`src/rtl/am_frame_packer_pkg.sv`:
```
// Shared AM package: frame header default and packer state encoding.
// Contents:
//   HDR_DEFAULT   default frame header byte
//   am_state_t    3-bit state type
//   ST_*          state encodings for am_frame_packer
package am_frame_packer_pkg;

  localparam logic [7:0] HDR_DEFAULT = 8'hA5;

  typedef logic [2:0] am_state_t;

  localparam am_state_t ST_IDLE      = 3'd0;
  localparam am_state_t ST_CAPTURE   = 3'd1;
  localparam am_state_t ST_SEND_HDR  = 3'd2;
  localparam am_state_t ST_SEND_DATA = 3'd3;
  localparam am_state_t ST_SEND_SUM  = 3'd4;

endpackage

```
`src/rtl/am_frame_packer_frame_ram.sv`:
```
// Frame buffer: DEPTH x 8 simple dual-port RAM, one write port and one
// registered read port, no reset on storage or read data (block-RAM friendly).
// Ports:
//   CLK_65M   in   clock
//   wr_en     in   write strobe
//   wr_addr   in   write address
//   wr_data   in   write byte
//   rd_addr   in   read address (sampled every cycle)
//   rd_data   out  byte at rd_addr, one cycle later
module frame_ram #(
  parameter int DEPTH = 256,
  parameter int AW    = $clog2(DEPTH)
) (
  input  logic          CLK_65M,
  input  logic          wr_en,
  input  logic [AW-1:0] wr_addr,
  input  logic [7:0]    wr_data,
  input  logic [AW-1:0] rd_addr,
  output logic [7:0]    rd_data
);

  logic [7:0] mem [DEPTH];

  always_ff @(posedge CLK_65M) begin
    if (wr_en)
      mem[wr_addr] <= wr_data;
  end

  always_ff @(posedge CLK_65M) begin
    rd_data <= mem[rd_addr];
  end

endmodule

```
`src/rtl/am_frame_packer.sv`:
```
// AM frame packer: on start, captures DEPTH decimated samples into a frame
// buffer, then streams HDR, the samples in address order, and an 8-bit
// modulo-256 checksum of the samples over a valid/ready byte interface.
// Ports:
//   CLK_65M       in   system clock (rising edge)
//   RST_n         in   synchronous active-low reset
//   start         in   one-cycle frame request (honoured in IDLE only)
//   sample_in     in   8-bit sample
//   sample_valid  in   sample_in qualifier
//   tx_data       out  byte to transmitter
//   tx_valid      out  tx_data valid
//   tx_ready      in   transmitter accepts byte
//   busy          out  high whenever not IDLE
//   done          out  one-cycle pulse after checksum byte accepted
module am_frame_packer
  import am_frame_packer_pkg::*;
#(
  parameter int         DEPTH = 256,
  parameter int         DECIM = 1,
  parameter logic [7:0] HDR   = HDR_DEFAULT
) (
  input  logic       CLK_65M,
  input  logic       RST_n,
  input  logic       start,
  input  logic [7:0] sample_in,
  input  logic       sample_valid,
  output logic [7:0] tx_data,
  output logic       tx_valid,
  input  logic       tx_ready,
  output logic       busy,
  output logic       done
);

  localparam int AW = $clog2(DEPTH);

  am_state_t     state;
  logic [AW-1:0] wr_addr;
  logic [AW-1:0] rd_ptr;
  logic [AW-1:0] ram_rd_addr;
  logic [7:0]    ram_rd_data;
  logic [7:0]    dec_cnt;
  logic [7:0]    sum;
  logic          xfer;
  logic          wr_en;
  logic          load;

  // Prefetch invariant: ram_rd_data always holds mem[rd_ptr], the next byte
  // to be loaded into tx_data. On a load the RAM is addressed one ahead so
  // the invariant survives back-to-back transfers.
  always_comb begin
    xfer        = tx_valid & tx_ready;
    wr_en       = (state == ST_CAPTURE) && sample_valid && (dec_cnt == '0);
    load        = xfer && ((state == ST_SEND_HDR) ||
                           ((state == ST_SEND_DATA) && (rd_ptr != '0)));
    ram_rd_addr = load ? rd_ptr + AW'(1) : rd_ptr;
    busy        = (state != ST_IDLE);
  end

  frame_ram #(.DEPTH(DEPTH), .AW(AW)) u_frame_ram (
    .CLK_65M (CLK_65M),
    .wr_en   (wr_en),
    .wr_addr (wr_addr),
    .wr_data (sample_in),
    .rd_addr (ram_rd_addr),
    .rd_data (ram_rd_data)
  );

  always_ff @(posedge CLK_65M) begin
    if (!RST_n) begin
      state    <= ST_IDLE;
      wr_addr  <= '0;
      rd_ptr   <= '0;
      dec_cnt  <= '0;
      sum      <= '0;
      tx_data  <= '0;
      tx_valid <= 1'b0;
      done     <= 1'b0;
    end else begin
      done <= 1'b0;
      case (state)
        ST_IDLE: begin
          if (start) begin
            state   <= ST_CAPTURE;
            wr_addr <= '0;
            rd_ptr  <= '0;
            dec_cnt <= '0;
            sum     <= '0;
          end
        end
        ST_CAPTURE: begin
          if (sample_valid) begin
            dec_cnt <= (dec_cnt == 8'(DECIM - 1)) ? '0 : dec_cnt + 8'd1;
            if (dec_cnt == '0) begin
              sum     <= sum + sample_in;
              wr_addr <= wr_addr + AW'(1);
              if (wr_addr == AW'(DEPTH - 1)) begin
                state    <= ST_SEND_HDR;
                tx_data  <= HDR;
                tx_valid <= 1'b1;
              end
            end
          end
        end
        ST_SEND_HDR: begin
          if (xfer) begin
            tx_data <= ram_rd_data;
            rd_ptr  <= rd_ptr + AW'(1);
            state   <= ST_SEND_DATA;
          end
        end
        ST_SEND_DATA: begin
          // rd_ptr wraps to 0 once the last sample has been loaded.
          if (xfer) begin
            if (rd_ptr == '0) begin
              tx_data <= sum;
              state   <= ST_SEND_SUM;
            end else begin
              tx_data <= ram_rd_data;
              rd_ptr  <= rd_ptr + AW'(1);
            end
          end
        end
        ST_SEND_SUM: begin
          if (xfer) begin
            tx_valid <= 1'b0;
            done     <= 1'b1;
            state    <= ST_IDLE;
          end
        end
        default: begin
          state    <= ST_IDLE;
          tx_valid <= 1'b0;
        end
      endcase
    end
  end

endmodule

```
`config.mk`:
```
export PLATFORM = sky130hd
export DESIGN_NAME = am_frame_packer
export DESIGN_NICKNAME = d
export VERILOG_FILES = /design/src/rtl/am_frame_packer_pkg.sv /design/src/rtl/am_frame_packer_frame_ram.sv /design/src/rtl/am_frame_packer.sv
export SDC_FILE = /design/constraint.sdc
export NUM_CORES = 2
export LEC_CHECK = 0
export BUFFER_PORTS_ARGS = -buffer_cell sky130_fd_sc_hd__buf_2
export CAP_MARGIN = 20
export CORE_MARGIN = 1
export CORE_UTILIZATION = 52
export DETAILED_ROUTE_END_ITERATION = 8
export GPL_TIMING_DRIVEN = 1
export PLACE_DENSITY = 0.67
export SLEW_MARGIN = 20
export SYNTH_ARGS = -nofsm -noshare
export SYNTH_HDL_FRONTEND = slang
export SYNTH_HIERARCHICAL = 1
export SYNTH_SLANG_ARGS = --single-unit
```
`constraint.sdc`:
```
create_clock -name CLK_65M -period 7.4 [get_ports CLK_65M]
set_clock_uncertainty 0.1 [all_clocks]
set_input_delay 0.74 -clock CLK_65M [delete_from_list [all_inputs] [get_ports CLK_65M]]
set_output_delay 0.74 -clock CLK_65M [all_outputs]
set_load 0.03 [all_outputs]
```
=== Word-level counts from Yosys, hierarchy flattened ===
Memory sizes are Yosys's and may differ from the RTL's. A register that Yosys moved wholly into a read port is not among the register bits.
Cells that the tools add are included.

* Add/subtract/negate cells: 4
* Eq/ne operators: 14
* Muxes and demuxes: 39
* Bitwise operators: 2
* Reduce and logical (&&, ||, !) cells: 21

{| class="wikitable"
|+ Operator list
! kind !! number
|-
| $mux W8 || 17
|-
| $pmux W8 S2 || 3
|-
| $pmux W8 S3 || 2
|-
| $add A8 B1 Y8 const B || 3
|-
| $mux W3 || 8
|-
| $logic_not A8 Y1 || 2
|-
| $pmux W3 S5 || 1
|-
| $ne A2 B2 Y1 const B || 6
|-
| $reduce_and A5 Y1 || 2
|-
| $reduce_bool A3 Y1 || 3
|-
| $add A8 B8 Y8 || 1
|-
| $eq A8 B8 Y1 const B || 1
|-
| $reduce_and A8 Y1 || 1
|-
| $reduce_bool A8 Y1 || 1
|-
| $mux W1 || 7
|-
| $eq A3 B2 Y1 const B || 2
|-
| $ne A2 B1 Y1 const B || 3
|-
| $reduce_and A6 Y1 || 1
|-
| $logic_and A1 B1 Y1 || 4
|-
| $reduce_and A4 Y1 || 1
|-
| $eq A3 B1 Y1 const B || 1
|-
| $eq A3 B3 Y1 const B || 1
|-
| $logic_not A3 Y1 || 1
|-
| $pmux W1 S3 || 1
|-
| other kinds (7) || 7
|}

* Register bits: 45
* Bits in writable memories: 2,048
* Input port bits: 13
* Output and inout bits: 11
* Word-level logic and storage cells: 89
* Memories kept: 1

{| class="wikitable"
|+ Memory list
! memory !! depth !! bits a word !! rd ports !! clocked after Yosys merged registers in !! wr ports !! line !! source
|-
| u_frame_ram.mem || 256 || 8 || 1 || 1 || 1 || am_frame_packer_frame_ram.sv:22 || <nowiki>logic [7:0] mem [DEPTH];</nowiki>
|}

=== Longest topological paths before layout ===
* Depth in word-level cells: 5
* Mapped depth: 18
* Gate-level depth less buffers: 13

=== Hierarchy ===
Netlist, hierarchy kept.

{| class="wikitable"
|+ By module, submodules not included
! module !! instances !! cells each !! area an instance (um^2) !! seq. area each (um^2)
|-
| frame_ram || 1 || 3,733 || 79,556.3 || 61,659.1
|-
| am_frame_packer || 1 || 287 || 2,411.1 || 900.9
|}

=== Worst setup path before layout ===
Ideal clock, no wire load.

* Path kind: reg2reg
* Start: register rd_ptr[0]
* End: register u_frame_ram.rd_data[2] (read register of u_frame_ram.mem)
* Library setup time: 0.131 ns
* Arrival time: 3.623 ns
* Required time: 7.169 ns
* Path slack: 3.546 ns
* Stages on the path, launching flop included: 17
* Path buffers: 5
* Period minus slack after synthesis: 3.854 ns
* Cell sequence: dfxtp_1 inv_1 ha_1 nor4b_1 nand3_1 and3_1 clkbuf_1 xnor2_1 buf_6 buf_12 buf_8 buf_2 mux4_2 a22oi_1 a21oi_1 nor4_1 nor4_2

* Longest elaborated chain between the ends: 5
* Elaborated cells between the ends (all ways): 6
* Those cells by class: add/sub (1); mux (1); reduce/logical (4)

{| class="wikitable"
|+ RTL lines
! what !! line !! source
|-
| start: declaration || am_frame_packer.sv:38 || <nowiki>logic [AW-1:0] rd_ptr;</nowiki>
|-
| start signal: assignment || am_frame_packer.sv:107 || <nowiki>rd_ptr <= rd_ptr + AW'(1);</nowiki>
|-
| start signal: assignment || am_frame_packer.sv:119 || <nowiki>rd_ptr <= rd_ptr + AW'(1);</nowiki>
|-
| branches (longest 4 deep; another with $add A8 B1 Y8) || n/a ||
|-
| $mux W8 (*) || am_frame_packer.sv:55 || <nowiki>ram_rd_addr = load ? rd_ptr + AW'(1) : rd_ptr;</nowiki>
|-
| named net ram_rd_addr[0] || am_frame_packer.sv:39 || <nowiki>logic [AW-1:0] ram_rd_addr;</nowiki>
|-
| end: declaration || am_frame_packer_frame_ram.sv:19 || <nowiki>output logic [7:0] rd_data</nowiki>
|}

Mark *: on every way through the listed nets, which the timed path passes.
A chain may end at the register's enable or synchronous reset.

=== Worst setup path in the final report ===
* Start: register rd_ptr[0]
* End: register u_frame_ram.rd_data[0] (read register of u_frame_ram.mem)

The elaborated chain is that of the path after synthesis.

==> flow_summary.json <==
{
  "nNetsFinal": 4133,
  "syn_avg_cell_area_um2": 20.4,
  "fin_area_um2": 90800,
  "ys_types": 74,
  "ys_seq_elements": 2101,
  "pin_count": 24,
  "wl_per_cell_um": 31.6,
  "cp-end-kind": "flop",
  "finalCritPeriodShare": 0.789,
  "muxShareOfSynthArea": 0.143,
  "drv_cap": 0,
  "max-vdd-ir-drop_mv": 0.215,
  "holdCritPathClass": "primary input to flop",
  "cts_tree": "done",
  "synth-xor-area-share": 0.00278,
  "grt_pass1_wl_um": 285000,
  "place_congestion": 0.874,
  "reg2reg_to": "u_frame_ram/rd_data[0]",
  "synth_top_family_by_area": "multiplexers",
  "dr_total_vias": 40900,
  "ctsResizeCount": 0,
  "drcViolationCount": 0,
  "power_uw": 23700,
  "drive_gt1_frac": 0.213,
  "slowest_delay_ns": 0.90,
  "leakage_uw": 0.0269,
  "cp_max_fo": 41,
  "r2r_setup_slack_ns": 1.56,
  "antenna_found_initial": 11,
  "critPathLaunchType": "flop",
  "finalSetupTns_ns": 0,
  "maxSlewViolCount": 0,
  "area_growth_pct": 10.8,
  "worstMarginPinSlew_ns": 1.14,
  "slew_headroom": 0.236,
  "synth_compound_area_frac": 0.0387,
  "placedCellCount": 5960,
  "cp_data_required_time_ns": 7.99,
  "dp_slack_ns": 1.50,
  "min_to": "u_frame_ram/mem[254][2]",
  "fin_ws_ns": 1.56,
  "first_global_vias": 39800,
  "crit_arrival_ns": 6.43,
  "die_width_um": 399,
  "io_buffers": 23,
  "critical_path.top_delay_family": "simple AND/OR/NAND/NOR gates",
  "critPathBufInv": 4,
  "hold_viol": 0,
  "synthFlopType": "edfxtp_1",
  "cts-hold-fix-buffers": 0,
  "yosysSeqAreaShare": 0.763,
  "holdCritStartpoint": "sample_in[2]",
  "worstSetupPathType": "flop to flop",
  "r2r_start": "rd_ptr[0]",
  "synth-simple-area-share": 0.0320,
  "status": "complete, no violations",
  "yosysWarnings": 6,
  "drt.antenna.violating_nets": 0,
  "cp_slowest_cell": "o21ai_4",
  "htree_levels": 4,
  "numCtsBuffers": 203,
  "setup_viol": 0,
  "fmax_mhz": 171,
  "synth_cells": 4020,
  "diodes": 0,
  "drt_pre_antenna_iters": 8,
  "synth_area_um2": 82000,
  "grt_max_degree": 167,
  "grtUsageTotal": 0.253,
  "rr_worst_depth": 14,
  "synthArstFlopShare": 0,
  "core-area_um2": 156000,
  "clk_latency_ns": 0.84,
  "synth-edff-count": 2048,
  "clockBufferDepth": 3,
  "crit_path_cell_trace": "inv_1 -> ha_1 -> nor4b_1 -> nand3_1 -> and3_1 -> o21ai_4 -> buf_12 -> buf_12 -> mux4_2 -> mux4_2 -> nor2b_1 -> nor4_1 -> buf_4 -> nor4_2",
  "dpl_cell_area_um2": 84400,
  "min_period_ns": 5.84,
  "finalWirelength_um": 200000,
  "holdPathStages": 1,
  "p_per_area_nw_per_um2": 261,
  "dp_hpwl_um": 124000,
  "post_cts_buffers": 0,
  "rsz0062_at_grt": "no",
  "clock-root-buffer": "clkbuf_16",
  "viasPerCell": 6.46,
  "stdcell_count": 6332,
  "drt_iter0_drc": 5369,
  "die_h_um": 399,
  "grt.overflow.total": 0,
  "initial_utilization": 0.524,
  "clk_pin_slew_ns": 0.06,
  "rows": 145,
  "synthAdderAreaFrac": 0.00208,
  "dieArea_um2": 159000,
  "clock-sinks": 2101,
  "syn_nets": 4046
}
==> report_power, final <==
group | switching [µW] | internal, µW | leakage, µW
Combinational | 422 | 152 | 0.00496
Sequential | 36.4 | 13100 | 0.0188
Clock | 4360 | 5660 | 0.00314
Total | 4820 | 18900 | 0.0269
==> state kept, by name, summed over array words and instances (netlist names), 3 cells and up <==
| name | count |
|---|---|
| sum | 8 |
| dec_cnt | 8 |
| rd_ptr | 8 |
| u_frame_ram/mem | 2048 |
| tx_data | 8 |
| state | 3 |
| u_frame_ram/rd_data | 8 |
| wr_addr | 8 |
==> how the worst max path moves through the flow <==
| stage | start | slack [ns] | cells past startpoint | endpoint |
|---|---|---|---|---|
| floorplan | rd_ptr[0] | 3.55 | 16 | u_frame_ram/rd_data[2] |
| global placement | rd_ptr[0] | 1.19 | 12 | u_frame_ram/rd_data[1] |
| detailed placement | rd_ptr[0] | 1.50 | 13 | u_frame_ram/rd_data[4] |
| CTS | rd_ptr[0] | 1.47 | 13 | u_frame_ram/rd_data[4] |
| global route | rd_ptr[0] | 1.41 | 13 | u_frame_ram/rd_data[0] |
| finish | rd_ptr[0] | 1.56 | 14 | u_frame_ram/rd_data[0] |
==> through the flow <==
step,hold WS (ns),util
6_report,0.157,0.581
5_1_grt,0.140,0.581
4_1_cts,0.122,0.581
3_5_place_dp,0.382,0.539
3_3_place_gp,0.373,0.539
2_1_floorplan,0.334,-
==> cell families (layout without fill, tap and decap cells) <==
logic type	after synthesis	in the layout
DFF	2101	2101
muxes	597	597
and+or+nand+nor	576	576
AOI/OAI and AO/OA	455	455
buffers and inverters	252	506
xor gates and xnor gates	26	26
adders and majority gates	13	13
==> layer usage <==
metal  track usage  vias up  wire (µm)
met5       0.00272        -        141
met2         0.381     2103      93000
met4        0.0778       16       5810
met1         0.356    21600      78800
li1              -    16900          -
met3        0.0786      307      22100
==> cells in the mapped netlist (all sizes together) (6+ instances only) <==
cell type  number  area, µm²
o211ai         11       82.6
a21oi         110        551
or3             6       37.5
o221ai         47        418
nor2          305       1140
inv             9       33.8
buf           124       1050
nor4           28        194
and2           10       62.6
nor3           28        140
nand2          74        278
mux4          456      10300
and3            8       50.1
edfxtp       2048      61500
nor2b          37        231
nand2b         10       62.6
mux2i         140       1400
a211oi         18        148
clkbuf        118        443
a22o           11       96.3
o22ai          30        188
xnor2          15        131
a221oi         14        129
dfxtp          53       1060
a22oi         133        998
a31oi          15       93.8
nand3          39        195
ha             12        150
xor2           11       96.3
nand4          12       75.1
o21ai          33        165
==> layout make-up <==
class	count	area (µm²)
well taps	2058	2570
fillers	11200	65600
clock buffers	251	5320
repair buffers	124	1140
clock inverters	121	1110
multi-input cells	1667	18000
inverters	10	37.5
flip-flops and latches	2101	62600
==> layout by cell type (no fill, tap or decap), types with 10 or more instances in the layout <==
master	instances
edfxtp_1	2048
a31oi_1	15
xor2_1	11
o21ai_0	28
a221oi_1	13
clkinv_2	41
nand3_1	38
mux4_2	454
buf_4	83
o221ai_1	46
nand4_1	12
clkbuf_16	203
o22ai_1	30
clkinv_1	39
bufinv_16	16
a21oi_1	110
ha_1	12
clkinvlp_4	10
clkbuf_1	42
nor2_1	301
a22o_1	11
nor4_1	19
buf_2	16
nor3_1	28
dfxtp_1	53
nand2_1	73
a22oi_1	133
o211ai_1	11
buf_12	15
a211oi_1	17
nor2b_1	34
mux2i_1	140
nand2b_1	10
==> worst register-to-register path, cell delays in order (launching register included) <==
cell and delay, ns:
dfxtp_1 0.33, inv_1 0.14, ha_1 0.18, nor4b_1 0.41
nand3_1 0.35, and3_1 0.41, o21ai_4 0.90, buf_12 0.37
buf_12 0.31, mux4_2 0.45, mux4_2 0.52, nor2b_1 0.21
nor4_1 0.67, buf_4 0.27, nor4_2 0.05
(Power assumes the default switching activity.)
